==> src/rtl/uart_gonderim_denetleyicisi.sv <==
// Purpose    : pops bytes from the UART TX FIFO and hands each one to the bit engine, one frame at a time.
// Latency    : pop in cycle N, transmitter start pulse in N+1; next pop no earlier than 1 + idle-gap cycles after the frame ends.
// Backpressure: a pop happens only when the transmitter reports idle; while it is busy the FIFO is left untouched.
//
// Ports
//   clk_i, rstn_i            : clock, asynchronous active-low reset
//   tx_en_i                  : transmit enable, sampled only while idle
//   baud_div_i               : baud divisor, latched at pop (zero blocks transmission)
//   ara_bosluk_i             : idle clocks inserted after each frame, sampled when the frame ends
//   sayac_temizle_i          : synchronous clear of the sent-byte counter (wins over an increment)
//   fifo_veri_i, fifo_bos_i  : first-word-fall-through FIFO head and empty flag
//   fifo_oku_o               : pop strobe, the FIFO advances on the edge where it is high
//   verici_basla_o           : one-cycle start pulse to the transmitter
//   verici_veri_gecerli_o    : transmitter data valid, same as the start pulse
//   verici_veri_o            : byte being transmitted, held until the next pop
//   verici_baud_div_o        : divisor latched at pop, held for the whole frame
//   verici_hazir_i           : transmitter idle; drops after an accepted start, rises when the stop bit ends
//   mesgul_o                 : high whenever the sequencer is not idle
//   gonderilen_sayac_o       : number of completed frames, wraps at full scale

module uart_gonderim_denetleyicisi #(
   parameter int VERI_W  = 8,
   parameter int BAUD_W  = 16,
   parameter int ARA_W   = 8,
   parameter int SAYAC_W = 16
) (
   input  logic               clk_i,
   input  logic               rstn_i,
   input  logic               tx_en_i,
   input  logic [BAUD_W-1:0]  baud_div_i,
   input  logic [ARA_W-1:0]   ara_bosluk_i,
   input  logic               sayac_temizle_i,
   input  logic [VERI_W-1:0]  fifo_veri_i,
   input  logic               fifo_bos_i,
   output logic               fifo_oku_o,
   output logic               verici_basla_o,
   output logic               verici_veri_gecerli_o,
   output logic [VERI_W-1:0]  verici_veri_o,
   output logic [BAUD_W-1:0]  verici_baud_div_o,
   input  logic               verici_hazir_i,
   output logic               mesgul_o,
   output logic [SAYAC_W-1:0] gonderilen_sayac_o
);

   typedef enum logic [2:0] {
      BOSTA       = 3'd0,
      BASLAT      = 3'd1,
      DUSUS_BEKLE = 3'd2,
      BITIS_BEKLE = 3'd3,
      ARA         = 3'd4
   } durum_t;

   durum_t              durum_q;
   durum_t              durum_d;
   logic [ARA_W-1:0]    ara_q;
   logic [ARA_W-1:0]    ara_d;
   logic [VERI_W-1:0]   veri_q;
   logic [BAUD_W-1:0]   baud_q;
   logic [SAYAC_W-1:0]  sayac_q;
   logic                basla_kosulu;
   logic                sayac_artir;
   logic                oku;

   // Everything needed to launch a frame must be present in the same cycle:
   // enable, data, a usable divisor and an idle transmitter.
   assign basla_kosulu = tx_en_i & ~fifo_bos_i & (baud_div_i != '0) & verici_hazir_i;

   // Next-state and Mealy pop decode.
   always_comb begin
      durum_d     = durum_q;
      ara_d       = ara_q;
      oku         = 1'b0;
      sayac_artir = 1'b0;
      unique case (durum_q)
         BOSTA: begin
            if (basla_kosulu) begin
               oku     = 1'b1;
               durum_d = BASLAT;
            end
         end
         BASLAT: begin
            durum_d = DUSUS_BEKLE;
         end
         DUSUS_BEKLE: begin
            // Wait for the transmitter to acknowledge the start by going busy,
            // otherwise a still-high ready would end the frame immediately.
            if (!verici_hazir_i) begin
               durum_d = BITIS_BEKLE;
            end
         end
         BITIS_BEKLE: begin
            if (verici_hazir_i) begin
               sayac_artir = 1'b1;
               if (ara_bosluk_i != '0) begin
                  ara_d   = ara_bosluk_i;
                  durum_d = ARA;
               end else begin
                  durum_d = BOSTA;
               end
            end
         end
         ARA: begin
            // Loaded with G on entry and left when it reads 1: exactly G cycles here.
            ara_d = ara_q - ARA_W'(1);
            if (ara_q == ARA_W'(1)) begin
               durum_d = BOSTA;
            end
         end
         default: begin
            durum_d = BOSTA;
         end
      endcase
   end

   always_ff @(posedge clk_i or negedge rstn_i) begin
      if (!rstn_i) begin
         durum_q <= BOSTA;
         ara_q   <= '0;
         veri_q  <= '0;
         baud_q  <= '0;
         sayac_q <= '0;
      end else begin
         durum_q <= durum_d;
         ara_q   <= ara_d;
         if (oku) begin
            veri_q <= fifo_veri_i;
            baud_q <= baud_div_i;
         end
         if (sayac_temizle_i) begin
            sayac_q <= '0;
         end else if (sayac_artir) begin
            sayac_q <= sayac_q + SAYAC_W'(1);
         end
      end
   end

   // The pop is combinational from the idle state, so it is also qualified by
   // reset: a held reset must never advance the FIFO.
   assign fifo_oku_o            = oku & rstn_i;
   assign verici_basla_o        = (durum_q == BASLAT);
   assign verici_veri_gecerli_o = verici_basla_o;
   assign verici_veri_o         = veri_q;
   assign verici_baud_div_o     = baud_q;
   assign mesgul_o              = (durum_q != BOSTA);
   assign gonderilen_sayac_o    = sayac_q;

   a_pop_not_empty : assert property (@(posedge clk_i) disable iff (!rstn_i)
      fifo_oku_o |-> !fifo_bos_i);

   a_start_one_cycle : assert property (@(posedge clk_i) disable iff (!rstn_i)
      verici_basla_o |=> !verici_basla_o);

endmodule

==> config.mk <==
export PLATFORM = sky130hd
export DESIGN_NAME = uart_gonderim_denetleyicisi
export DESIGN_NICKNAME = d
export VERILOG_FILES = /design/src/rtl/uart_gonderim_denetleyicisi.sv
export SDC_FILE = /design/constraint.sdc
export NUM_CORES = 1
export LEC_CHECK = 0
export ABC_AREA = 1
export CORE_MARGIN = 3
export CORE_UTILIZATION = 47
export CTS_CLUSTER_SIZE = 24
export DETAILED_ROUTE_END_ITERATION = 12
export PLACE_DENSITY = 0.79
export SETUP_SLACK_MARGIN = 0.05
export SLEW_MARGIN = 20
export SYNTH_ARGS = -nofsm -noshare
export SYNTH_HDL_FRONTEND = slang
export SYNTH_SLANG_ARGS = --single-unit
==> constraint.sdc <==
create_clock -name clk_i -period 1.99 [get_ports clk_i]
set_clock_uncertainty 0.05 [all_clocks]
set_input_delay 0.199 -clock clk_i [delete_from_list [all_inputs] [get_ports clk_i]]
set_output_delay 0.199 -clock clk_i [all_outputs]
set_load 0.02 [all_outputs]
Yosys cells after proc, flatten, opt, wreduce, memory -nomap -nowiden --
Index checks and enable logic that the tools add are counted. Widths: inputs -> output; s select.
Word-level totals: output and inout port bits 44, word-level logic and storage cells 45, input port bits 38, register bits 51
Operators by class: bitwise gates (word level) 5, multiplexer cells 15, reductions and logical operators 8, $add $sub $neg 2, eq/ne operators 10
Operators with widths (count):
- $mux 16 | 2
- $add 16x1->16 const B | 1
- $mux 8 | 2
- $pmux 8 s2 | 1
- $reduce_bool 16->1 | 1
- $mux 3 | 5
- $pmux 3 s5 | 1
- $ne 2x2->1 const B | 5
- $eq 8x1->1 const B | 1
- $reduce_bool 8->1 | 1
- $sub 8x1->8 const B | 1
- $eq 3x2->1 const B | 2
- $and 1x1->1 | 4
- $mux 1 | 4
- $reduce_and 4->1 | 1
- $reduce_bool 2->1 | 2
- $eq 3x1->1 const B | 1
- $eq 3x3->1 const B | 1
- $logic_not 3->1 | 1
- $reduce_and 3->1 | 1
- $reduce_bool 3->1 | 1
- $not 1->1 | 1

Logic depth before layout (Yosys ltp) --
Gate-level depths: netlist (run 1).
depth after elaboration 7, depth in mapped cells 10, gate-level depth less buffers 10

Worst setup path before layout (run 1) --
No wires, ideal clock.
path kind register to output, start point register durum_q[0], end point output fifo_oku_o, required time 1.741 ns, data arrival time 1.416 ns, path slack 0.325 ns, stages on the path, launching flop included 7, buffers on the path 1, path through dfrtp_1 nor2_1 nand2_1 inv_2 nand3_2 clkbuf_1 nor2_1
Between the ends: word-level cells in the longest chain between the ends 3
Ends and longest elaborated chain:
- from (decl) | RTL line 53 | durum_t durum_q;
- from (signal assigned) | RTL line 123 | durum_q <= durum_d;
- $logic_not 3->1 | RTL line 74 | unique case (durum_q)
- $mux 1 | RTL line 74
- $and 1x1->1 | RTL line 139 | assign fifo_oku_o = oku & rstn_i;
- to (decl) | RTL line 35 | output logic fifo_oku_o,
Every way passes these cells.

Worst setup path after layout (run 1) --
start point register durum_q[1], end point output mesgul_o
Between the ends: word-level cells in the longest chain between the ends 1
Ends and longest elaborated chain:
- $reduce_bool 3->1 | RTL line 144 | assign mesgul_o = (durum_q != BOSTA);
- to (decl) | RTL line 41 | output logic mesgul_o,
Every way passes these cells.

==> results of run 1 <==
-- area by class of cell --
| class | instances | area [um2] |
|---|---|---|
| clock buffer | 7 | 86.3 |
| inverter | 62 | 233 |
| sequential | 51 | 1280 |
| multi-input combinational | 268 | 1220 |
| tap | 72 | 90.1 |
| clock inverter | 1 | 8.76 |
| fill | 523 | 1850 |
| timing repair buffer | 87 | 847 |
-- final timing paths --
| kind | slack (ns) | endpoint | startpoint | depth (start not counted) |
|---|---|---|---|---|
| min reg2reg | 0.44 | verici_baud_div_o[11]$_DFFE_PN0P_ | verici_baud_div_o[11]$_DFFE_PN0P_ | 2 |
| max reg2reg | 0.43 | ara_q[1]$_DFFE_PN0P_ | durum_q[0]$_DFFE_PN0P_ | 8 |
| max in group asynchronous | 1.43 | ara_q[0]$_DFFE_PN0P_ | rstn_i | 2 |
| max | 0.15 | mesgul_o | durum_q[1]$_DFFE_PN0P_ | 3 |
| min | 0.01 | gonderilen_sayac_o[4]$_DFFE_PN0P_ | rstn_i | 2 |
| min in group clk_i | 0.39 | verici_veri_o[4]$_DFFE_PN0P_ | fifo_veri_i[4] | 3 |
-- sequential cells by signal, indices dropped and copies added (netlist names) --
signal and flops:
gonderilen_sayac_o 16, verici_baud_div_o 16, ara_q 8, verici_veri_o 8, durum_q 3
-- metal layers --
layer | global-route usage [%] | share of wire (%) | vias to the layer above | routed length (um)
li1 | - | - | 1362 | -
met1 | 24.2 | 42 | 1236 | 2820
met2 | 33.7 | 47 | 85 | 3140
met3 | 8.53 | 9.9 | 2 | 658
met4 | 4.31 | 0.42 | 0 | 28
met5 | 0 | 0 | - | 0
-- Yosys cell counts --
master / number
clkbuf_1: 2
buf_6: 3
nand3b_1: 1
o21bai_1: 1
nor2_1: 57
buf_2: 2
xor2_1: 1
nor2_4: 1
nand3_4: 1
nand2_1: 127
nor3_4: 1
buf_4: 1
o21ai_0: 29
inv_2: 5
nand4_1: 6
o21ai_2: 5
nand3_2: 1
dfrtp_1: 51
nand3_1: 20
inv_1: 57
ha_1: 3
a31oi_1: 1
nand2_2: 2
o21ai_1: 2
a21oi_1: 7
o21a_1: 1
nor3b_2: 1
-- cell families (layout without fill, tap and decap cells) --
family                   Yosys count  in the layout
adder cells (fa/ha/maj)            3              3
buffers and inverters             70            157
AND/OR/NAND/NOR                  218            218
flip-flops                        51             51
XOR/XNOR                           1              1
AO/OA/AOI/OAI                     46             46
-- through the flow --
step	instance area, um2	cells
global placement	3670	540
CTS	3760	548
global route	3760	548
finish	3760	548
floorplan	2790	389
detailed placement	3670	540
-- timing repair --
action	CTS	global route
setup buffers	0	0
setup endpoints to repair	3	0
gates resized for setup	3	0
endpoints found under the hold margin	0	0
-- report_power, final --
part / internal (uW) / switching (uW) / total [uW]
combinational: 916 / 1240 / 2160
clock: 286 / 343 / 628
sequential: 1380 / 254 / 1630
total: 2580 / 1840 / 4420
==> metrics.csv, run 1 <==
metric,value,unit
grt_max_degree,52,
ir_drop,0.929,mV
finalSetupViolCount,0,
crit_type,flop to output port,
drc,0,
initial_core_util,49.7,%
required,1.74,ns
slew_viol_final,0,
leakagePower,0.00191,uW
clock.fmax,544,MHz
final_common_cell,nand2_1,
die_w,83.0,um
grt_pass1_wl,11600,um
die_area,6890,um2
synth.avg_cell_area,7.16,um2
track_usage,20.1,%
cp_cell_sequence,inv_1 > nand2_1 > clkdlybuf4s50_1,
drive_gt1_share,6.51,%
netlist.top_cell.by_area,dfrtp_1,
yosys-mux-area-fraction,0,%
finalPower,4420,uW
wl_per_cell,12.1,um
max-slew-margin-rel,56.6,%
first_iter_violations,117,
dp.final_hpwl,5070,um
netlist_area,2790,um2
holdWs,0.0115,ns
path_buf_inv,2,
end_kind,output port,
synth_xor_area_share,0.314,%
fin_ws,0.150,ns
area_delta_synth_final,35.0,%
io_pins,82,
clockBufferDepth,2,
tritoncts,yes,
ys_types,27,
hold_class,primary input to asynchronous set/reset pin,
synth_compound_area_share,9.16,%
antenna_found_initial,0,
gr-total-overflow,0,
drv_cap,0,
clock_sinks,51,
synth_simple_gate_area_share,32.9,%
ctsRootBufferMaster,clkbuf_8,
arrival,1.59,ns
setup-tns-final,0,ns
nNetsFinal,516,
synth_top_area_share,45.8,%
hold_buffers,0,
htree_levels,2,
p_per_area,1170,nW/um2
core,5610,um2
rows,27,
wl,6650,um
hold_viol,0,
slowest_stage,clkdlybuf4s50_1,
worst_pin_slew,0.650,ns
viasPerCell,4.90,
clk_pin_slew_worst_paths,0.10,ns
cts_buffers,5,
die_h,83.0,um
mostFrequentLayoutCells,"nand2_1, clkdlybuf4s50_1, nor2_1, inv_1, dfrtp_1",
worstPathMaxFanout,5,
fin_crit_sh,92.5,%
via_count,2685,
postRouteAntennaNets,0,
rsz0062_at_grt,no,
critPathMaxStageDelay,0.63,ns
status,"finished, final reports clean",
finalCriticalPeriod,1.84,ns
critPathTopFamily,buffers and inverters,
synth_top_family_by_area,simple AND/OR/NAND/NOR gates,
ys_warn_count,0,
place_ws,-0.000336,ns
synthAdderAreaFrac,1.35,%
io_buffers,81,
synth_fp_nets,430,
grt_pass1_vias,2648,
diodes,0,
crit_path_start_kind,flop,
yosys_register_bits,51,
clock_latency,0.30,ns
routabilityCongestion,0.909,
netlist_instances,389,
dr.pass1.iters,4,
synth_seq_area_share,45.8,%
final_core_util,67.0,%
synth_area_leaders,"dfrtp_1, nand2_1, inv_1, nor2_1, o21ai_0",
No activity file was read; power rests on OpenSTA's default activity.
==> inputs of run 2 (changes only) <==
--- a/config.mk
+++ b/config.mk
@@ -6,11 +6,13 @@
 export NUM_CORES = 1
 export LEC_CHECK = 0
 export ABC_AREA = 1
+export CELL_PAD_IN_SITES_DETAIL_PLACEMENT = 0
+export CELL_PAD_IN_SITES_GLOBAL_PLACEMENT = 1
 export CORE_MARGIN = 3
-export CORE_UTILIZATION = 47
+export CORE_UTILIZATION = 30
 export CTS_CLUSTER_SIZE = 24
 export DETAILED_ROUTE_END_ITERATION = 12
-export PLACE_DENSITY = 0.79
+export PLACE_DENSITY = 0.75
 export SETUP_SLACK_MARGIN = 0.05
 export SLEW_MARGIN = 20
 export SYNTH_ARGS = -nofsm -noshare
==> constraint.sdc (replaced) <==
create_clock -name clk_i -period 1.5 [get_ports clk_i]
set_clock_uncertainty 0.05 [all_clocks]
set_input_delay 0.15 -clock clk_i [delete_from_list [all_inputs] [get_ports clk_i]]
set_output_delay 0.15 -clock clk_i [all_outputs]
set_load 0.02 [all_outputs]
==> run 2 against run 1 <==
The flow now finishes with violations (hold timing, setup timing). Via count rose by 1.3%. Final cell count rose by 12%. Wire length rose by 8.1%. Utilization fell by 18 points. Setup slack got worse by 0.17 ns. Critical endpoint is now fifo_oku_o.
==> metrics.csv, run 2 (synthesized netlist as in run 1, its figures left out) <==
metric,value,unit,change
drv_cap,0,,unchanged
rows,34,,was 27
ctsRootBufferMaster,clkbuf_8,,unchanged
io_pins,82,,unchanged
drive_gt1_share,22.9,%,was 6.51%
gr-total-overflow,0,,unchanged
r2r-start,durum_q[1]$_DFFE_PN0P_,,was durum_q[0]$_DFFE_PN0P_
clock_sinks,51,,unchanged
r2r_cells,9,,was 8
dr.pass1.iters,4,,unchanged
routabilityCongestion,0.763,,was 0.909
finalSetupViolCount,1,,was 0
fin_ws,-0.0188,ns,was 0.150 ns
diodes,0,,unchanged
wl,7180,um,was 6650 um
clock.fmax,658,MHz,
drc,0,,unchanged
hold_buffers,0,,unchanged
crit_start,durum_q[0]$_DFFE_PN0P_,,was durum_q[1]$_DFFE_PN0P_
final_core_util,48.8,%,was 67.0%
io_buffers,81,,unchanged
first_iter_violations,102,,was 117
die_w,102,um,was 83.0 um
fin_area,4320,um2,was 3760 um2
rsz0062_at_grt,yes,,was no
via_count,2721,,was 2685
initial_core_util,31.5,%,was 49.7%
core,8850,um2,was 5610 um2
p_per_area,1570,nW/um2,was 1170 nW/um2
ir_drop,0.721,mV,was 0.929 mV
tritoncts,yes,,unchanged
place_area,3950,um2,was 3670 um2
crit_type,flop to output port,,unchanged
viasPerCell,4.42,,was 4.90
leakagePower,0.00226,uW,was 0.00191 uW
htree_levels,2,,unchanged
status,finished with violations,,"was finished, final reports clean"
worst_pin_slew,0.665,ns,was 0.650 ns
holdWs,-0.0304,ns,was 0.0115 ns
clk_pin_slew_worst_paths,0.10,ns,about the same
dp.final_hpwl,5430,um,was 5070 um
max-slew-margin-rel,55.7,%,was 56.6%
finalCriticalPeriod,1.52,ns,
die_area,10500,um2,was 6890 um2
hold_class,primary input to asynchronous set/reset pin,,unchanged
worstPathMaxFanout,2,,was 5
wl_per_cell,11.7,um,was 12.1 um
nNetsFinal,547,,was 516
crit_path_start_kind,flop,,unchanged
required,1.30,ns,was 1.74 ns
area_delta_synth_final,55.1,%,was 35.0%
clockBufferDepth,2,,unchanged
hold_viol,26,,was 0
slew_viol_final,0,,unchanged
grt_pass1_wl,11900,um,was 11600 um
cts_buffers,5,,unchanged
die_h,102,um,was 83.0 um
mostFrequentLayoutCells,"nand2_1, inv_1, dfrtp_1",,"was nand2_1, clkdlybuf4s50_1, nor2_1, inv_1, dfrtp_1"
fin_crit_sh,101,%,
postRouteAntennaNets,0,,unchanged
end_kind,output port,,unchanged
final_common_cell,nand2_1,,unchanged
antenna_found_initial,0,,unchanged
grt_pass1_vias,2636,,was 2648
arrival,1.32,ns,was 1.59 ns
track_usage,14.0,%,was 20.1%
violations,"hold timing, setup timing",,
clock_latency,0.30,ns,about the same
grt_max_degree,52,,unchanged
setup-tns-final,-0.0188,ns,was 0 ns
==> run 2: changes by cell type in the layout (fill, tap and decap cells not counted), moves of 8 or more <==
cell,change
buf_6,+13
nand2_1,-16
nor2_1,-11
nand2_2,+12
dlygate4sd2_1,+37
nand3_1,-8
buf_4,+21
clkdlybuf4s50_1,-42
==> run 2: layout make-up <==
cell class | count | area, um2
inverters | 62 | 248
flip-flops and latches | 51 | 1280
repair buffers | 118 | 1090
clock inverters | 3 | 67.6
well taps | 108 | 135
multi-input cells | 268 | 1430
clock buffers | 5 | 68.8
fillers | 921 | 4530
==> run 2: worst paths after layout <==
| path | endpoint | slack [ns] |
|---|---|---|
| min in group clk_i | verici_veri_o[1]$_DFFE_PN0P_ | 0.35 |
| worst max register to register | ara_q[5]$_DFFE_PN0P_ | 0.02 |
| max in group asynchronous | ara_q[0]$_DFFE_PN0P_ | 0.93 |
| worst min-delay path | ara_q[7]$_DFFE_PN0P_ | -0.03 |
| worst min register to register | verici_baud_div_o[1]$_DFFE_PN0P_ | 0.44 |
| worst max-delay path | fifo_oku_o | -0.02 |
==> run 2: through the flow <==
stage | power, uW | setup WS, ns | std cells
2_1_floorplan | 3880 | 0.0593 | 389
3_3_place_gp | 5390 | -0.502 | 604
3_5_place_dp | 5430 | -0.503 | 604
4_1_cts | 6490 | -0.0724 | 613
5_1_grt | 7300 | -0.110 | 615
6_report | 6760 | -0.0188 | 615
==> run 2: per-layer routing <==
layer	track usage, %	routed length (um)
met1	17.9	3220
met2	23.8	3450
met3	4.37	490
met4	1.82	22
met5	0	0
==> run 2: critical path: stages, from the launching register on <==
cell and delay (ns):
dfrtp_1 0.40, nor2_2 0.14, nand2_2 0.08, inv_2 0.07
nand3_4 0.09, nor2_4 0.12, buf_6 0.12
==> run 2: what timing repair did <==
action	4_1_cts	5_1_grt
cloned	0	0
buffers inserted	1	2
gates resized for setup	79	65
endpoints found under the setup margin	85	54
pin swaps	9	31
hold endpoints to repair	0	0
==> run 2: power breakdown <==
group / leakage [uW] / internal [uW] / switching [uW]
clock: 0.0000644 / 666 / 478
combinational: 0.00153 / 1530 / 1920
sequential: 0.000659 / 1830 / 342
total: 0.00226 / 4020 / 2740
==> RTL change 1 (settings of run 1) <==
Re-encode `durum_t` (5 values) as one-hot, 5 bits wide.
--- a/src/rtl/uart_gonderim_denetleyicisi.sv
+++ b/src/rtl/uart_gonderim_denetleyicisi.sv
@@ -43,10 +43,10 @@
 );
 
-   typedef enum logic [2:0] {
-      BOSTA       = 3'd0,
-      BASLAT      = 3'd1,
-      DUSUS_BEKLE = 3'd2,
-      BITIS_BEKLE = 3'd3,
-      ARA         = 3'd4
+   typedef enum logic [4:0] {
+      BOSTA       = 5'b00001,
+      BASLAT      = 5'b00010,
+      DUSUS_BEKLE = 5'b00100,
+      BITIS_BEKLE = 5'b01000,
+      ARA         = 5'b10000
    } durum_t;
 
Behaviour: same outputs for any inputs over 10 cycles, from zero or initial values and one cycle with rstn_i low; not proved beyond that.
==> RTL change 1 against run 1 <==
Area after synthesis increased by 2.9%. Critical path type unchanged. Via count up 5.7%. Sequential cell count grew 2. Routed wire length grew 6.2%. Worst setup slack better by 0.040 ns. Non-clock buffer count is 5 higher. Cell count is 2.4% higher. Highest routed layer unchanged. Power shrank 16%. The flow now finishes with violations (negative hold slack). Design area up 4.1%.
==> RTL change 1: results (changes against run 1) <==
[outcome]
status = finished with violations  ; was complete, no violations
violations = negative hold slack

[cts]
clkLatencyLatePin_ns = 0.31
cts_resized = 4  ; was 3
clockRootBuffer = clkbuf_8  ; unchanged
clkTransAtPathRegs_ns = 0.11
clock_path_buffers = 2  ; unchanged
htree_levels = 2  ; unchanged
numCtsBuffers = 5  ; unchanged
cts_setup_buffers = 0  ; unchanged

[logic_synthesis]
syn_area_per_cell_um2 = 7.22  ; was 7.16 um^2
ys_warn_count = 0  ; unchanged
synth_nets = 438  ; was 430
synthTopCellsByCount = 155 x nand2_1, 53 x nor2_1, 52 x dfrtp_1, 34 x inv_1, 32 x nand3_1  ; was 127 x nand2_1, 57 x inv_1, 57 x nor2_1, 51 x dfrtp_1, 29 x o21ai_0
async_flop_share = 1.00  ; unchanged
synth.area.top_cells = dfrtp_1 45%, nand2_1 20%, nor2_1 6.9%, nand3_1 5.6%, inv_1 4.5%  ; was dfrtp_1 46%, nand2_1 17%, inv_1 7.7%, nor2_1 7.7%, o21ai_0 5.2%
synth.distinct_cells = 29  ; was 27
synth_ff_type = dfrtp_1  ; unchanged
synth-seq-area-share = 0.463  ; was 0.458

[worst_setup_path]
worstPathArrival_ns = 1.55  ; was 1.59 ns
ff2ff_path_depth = 7  ; was 8
rrSetupSlack_ns = 0.29  ; was 0.43 ns
timing.rr.start = durum_q[0]  ; unchanged
timing.rr.end = ara_q[0]  ; was ara_q[1]
critPathMaxFanout = 3  ; was 5
startpoint = durum_q[3]  ; was durum_q[1]

[detailed_routing]
wl_per_cell_um = 12.6  ; was 12.1 um
drt_iter0_markers = 257  ; was 117
drt_pre_antenna_iters = 4  ; unchanged
viasPerCell = 5.06  ; was 4.90
num_vias = 2839  ; was 2,685

[sta]
hold_viol = 51  ; was 0
slew_headroom = 0.555  ; was 0.566
whs_ns = -0.0296  ; was 0.0115 ns

[finish]
diodes = 0  ; unchanged
drive_above_1_share = 0.0757  ; was 0.0651
nets = 529  ; was 516

[grt]
grtUsageTotal = 0.206  ; was 0.201
grt_pass1_wl_um = 12100  ; was 11,600 um
grt_max_degree = 54  ; was 52
grt_pass1_vias = 2802  ; was 2,648
antenna_found_initial = 0  ; unchanged

[pwr]
power.leakage_nw = 1.88  ; was 1.91 nW
ir_drop_mv = 0.825  ; was 0.929 mV

[place]
dpl.hpwl_um = 5180  ; was 5070 um
port_buffers = 81  ; unchanged
dp.cells = 553  ; was 540
gp_routability_congestion = 0.856  ; was 0.909
dpl_cell_area_mm2 = 0.00380  ; was 0.00367 mm^2

[hold_path]
hold_path.class = in -> async  ; unchanged

RTL change 1: final cells by class:
type	count	area, um^2
Inverter	40	151
Timing Repair Buffer	92	893
Clock inverter	3	50.0
Fill cell	491	1800
Multi-Input combinational cell	296	1330
Clock buffer	5	68.8
Sequential cell	53	1330
Tap cell	72	90.1
RTL change 1: through the flow:
| stage | setup TNS (ns) | setup WS, ns |
|---|---|---|
| 2_1_floorplan | 0 | 0.150 |
| 3_3_place_gp | -0.157 | -0.157 |
| 3_5_place_dp | -0.145 | -0.145 |
| 4_1_cts | 0 | 0.0306 |
| 5_1_grt | 0 | 0.0562 |
| 6_report | 0 | 0.190 |
RTL change 1: how the worst max path moves through the flow:
stage                           to  slack (ns)  depth (start not counted)
finish              verici_basla_o        0.19                          5
global route        verici_basla_o        0.06                          5
CTS                     fifo_oku_o        0.03                          6
detailed placement      fifo_oku_o       -0.14                          6
global placement        fifo_oku_o       -0.16                          6
floorplan               fifo_oku_o        0.15                          5
RTL change 1: power by group:
group,leakage (nW),switching (mW),internal (mW)
combinational,1.15,0.748,0.667
sequential,0.671,0.163,1.35
clock,0.0603,0.397,0.386
total,1.88,1.31,2.41
RTL change 1: metal layers:
layer	vias up	track usage	routed length (um)
li1	1431	-	-
met1	1285	0.261	3110
met2	114	0.334	3190
met3	9	0.0760	692
met4	0	0.0482	57
met5	-	0	0
RTL change 1: critical path, stage by stage, from the launching register on:
cell and delay [ns]:
dfrtp_1 0.42, nor2_2 0.13, buf_4 0.12, nand4_1 0.11
inv_1 0.12, dlygate4sd2_1 0.34
RTL change 1: cells by family (layout without fill, tap and decap cells):
logic type	after synthesis	after routing	share of synthesized area
simple gates	267	267	0.404
buf+inv	48	140	0.0725
xor+xnor	1	1	0.00306
fa+ha+maj	3	3	0.0131
compound gates	25	25	0.0445
flops	53	53	0.463
==> RTL change 2 (config.mk and constraints of run 1) <==
Made on the original files. Change the parameter `ARA_W` from 8 to 6.
--- a/src/rtl/uart_gonderim_denetleyicisi.sv
+++ b/src/rtl/uart_gonderim_denetleyicisi.sv
@@ -22,5 +22,5 @@
    parameter int VERI_W  = 8,
    parameter int BAUD_W  = 16,
-   parameter int ARA_W   = 8,
+   parameter int ARA_W   = 6,
    parameter int SAYAC_W = 16
 ) (
Interface: changed (resized ara_bosluk_i); port bits go from 82 to 80. The function was not compared with the original's and may differ.
==> RTL change 2 against run 1 <==
Routed wire length fell by 9.8%. Worst setup slack better by 0.052 ns. Sequential power shrank 9%. Sequential cell count is 2 lower. Clock power rose by 14%. Design area down 5.1%. Area after synthesis decreased by 7.9%. Largest power group unchanged. Power decreased by 10%.
==> RTL change 2: results (changes against run 1) <==
[outcome]
status = complete, no violations  ; unchanged

[cts]
clockRootBuffer = clkbuf_8  ; unchanged
numCtsBuffers = 5  ; unchanged
clock_path_buffers = 2  ; unchanged

[worst_setup_path]
worstPathArrival_ns = 1.54  ; was 1.59 ns
critPathMaxFanout = 6  ; was 5
timing.rr.start = gonderilen_sayac_o[1]  ; was durum_q[0]

[logic_synthesis]
synth.area.top_cells = dfrtp_1 48%, nand2_1 15%, inv_1 8.3%, nor2_1 6.7%, o21ai_0 6.4%  ; was dfrtp_1 46%, nand2_1 17%, inv_1 7.7%, nor2_1 7.7%, o21ai_0 5.2%
synth_xor_area_frac = 0  ; was 0.00314
muxShareOfSynthArea = 0  ; unchanged
synth.distinct_cells = 25  ; was 27
synthTopCellsByCount = 100 x nand2_1, 57 x inv_1, 49 x dfrtp_1, 46 x nor2_1, 33 x o21ai_0  ; was 127 x nand2_1, 57 x inv_1, 57 x nor2_1, 51 x dfrtp_1, 29 x o21ai_0
synth_ff_type = dfrtp_1  ; unchanged
synth_nets = 392  ; was 430
synth_fa_ha_area_frac = 0.0146  ; was 0.0135
synth-compound-area-share = 0.113  ; was 0.0916
synth-seq-area-share = 0.478  ; was 0.458

[grt]
grt_pass1_vias = 2370  ; was 2,648
grt.met1_usage = 0.239  ; was 0.242
grtUsageTotal = 0.204  ; was 0.201
grt_max_degree = 50  ; was 52
use_met2 = 0.366  ; was 0.337
grt_pass1_wl_um = 10200  ; was 11,600 um
grt_most_used_layer = met2  ; unchanged
use_met3 = 0.0508  ; was 0.0853

[sta]
setup_tns_ns = 0  ; unchanged
slew_headroom = 0.587  ; was 0.566

[place]
gp_routability_congestion = 0.851  ; was 0.909
dpl.hpwl_um = 4600  ; was 5070 um
dpl_cell_area_mm2 = 0.00345  ; was 0.00367 mm^2
port_buffers = 79  ; was 81

[pwr]
ir_drop_mv = 0.655  ; was 0.929 mV
power.leakage_nw = 1.77  ; was 1.91 nW

[finish]
drive_above_1_share = 0.0635  ; was 0.0651
nets = 479  ; was 516
fillers = 445  ; was 523

[detailed_routing]
num_vias = 2481  ; was 2,685
drt_pre_antenna_iters = 4  ; unchanged
wl_per_cell_um = 11.7  ; was 12.1 um
drt_iter0_markers = 146  ; was 117

[hold_path]
hold_path.class = in -> reg  ; was in -> async

## RTL change 2: cell count changes after synthesis, moves of 3 or more
cell and delta:
o21ai_1 +8, o21ai_0 +4, o21ai_2 -5, nand2_1 -27, nor2_1 -11, nor3_1 +3, buf_4 +3
## RTL change 2: timing repair
action                                 CTS  global route
setup endpoints to repair                3             1
cloned                                   0             0
hold buffers                             1             0
endpoints found under the hold margin   49             0
resized for setup                        3             2
pin swaps                                0             0
## RTL change 2: critical path, stage by stage (launching register included)
cell and delay (ns):
dfrtp_1 0.47, inv_2 0.07, nand2_1 0.09, clkdlybuf4s50_1 0.62
## RTL change 2: logic make-up after synthesis
group | Yosys count
simple gates | 175
buf+inv | 71
compound gates | 55
flops | 49
fa+ha+maj | 3
## RTL change 2: per-layer routing
layer	vias to the layer above	share of wire
met5	-	0
met4	0	0.013
met3	7	0.052
met2	58	0.51
met1	1146	0.43
li1	1270	-
## RTL change 2: stage by stage
step                hold WS, ns  worst slack (ns)  cells
finish                    0.399             0.202    511
global route              0.417            0.0932    511
CTS                       0.397             0.143    511
detailed placement        0.305           -0.0362    502
global placement          0.304          -0.00807    502
floorplan                -0.147             0.373    353
## RTL change 2: layout make-up
cell class	instances	area, um^2	share of cell area
multi-input combinational	233	1050	0.293
tap	70	87.6	0.0245
timing repair buffer	90	863	0.242
sequential	49	1230	0.344
inverter	61	229	0.0642
clock buffer	5	68.8	0.0193
clock inverter	3	46.3	0.0130
## RTL change 2: power breakdown
| group | total, mW | internal, mW | switching, mW |
|---|---|---|---|
| clock network | 0.716 | 0.376 | 0.340 |
| logic | 1.75 | 0.765 | 0.986 |
| registers | 1.49 | 1.29 | 0.194 |
| total | 3.95 | 2.43 | 1.52 |
## RTL change 2: path summary, 6_finish.rpt
path	end	slack, ns	cells after the start
worst max-delay path	mesgul_o	0.20	3
worst min-delay path	verici_veri_o[3]	0.40	3
worst max register to register	gonderilen_sayac_o[14]	0.33	8
worst min register to register	verici_baud_div_o[1]	0.44	2
max in group asynchronous	ara_q[5]	0.98	3
min in group asynchronous	verici_baud_div_o[2]	0.49	3
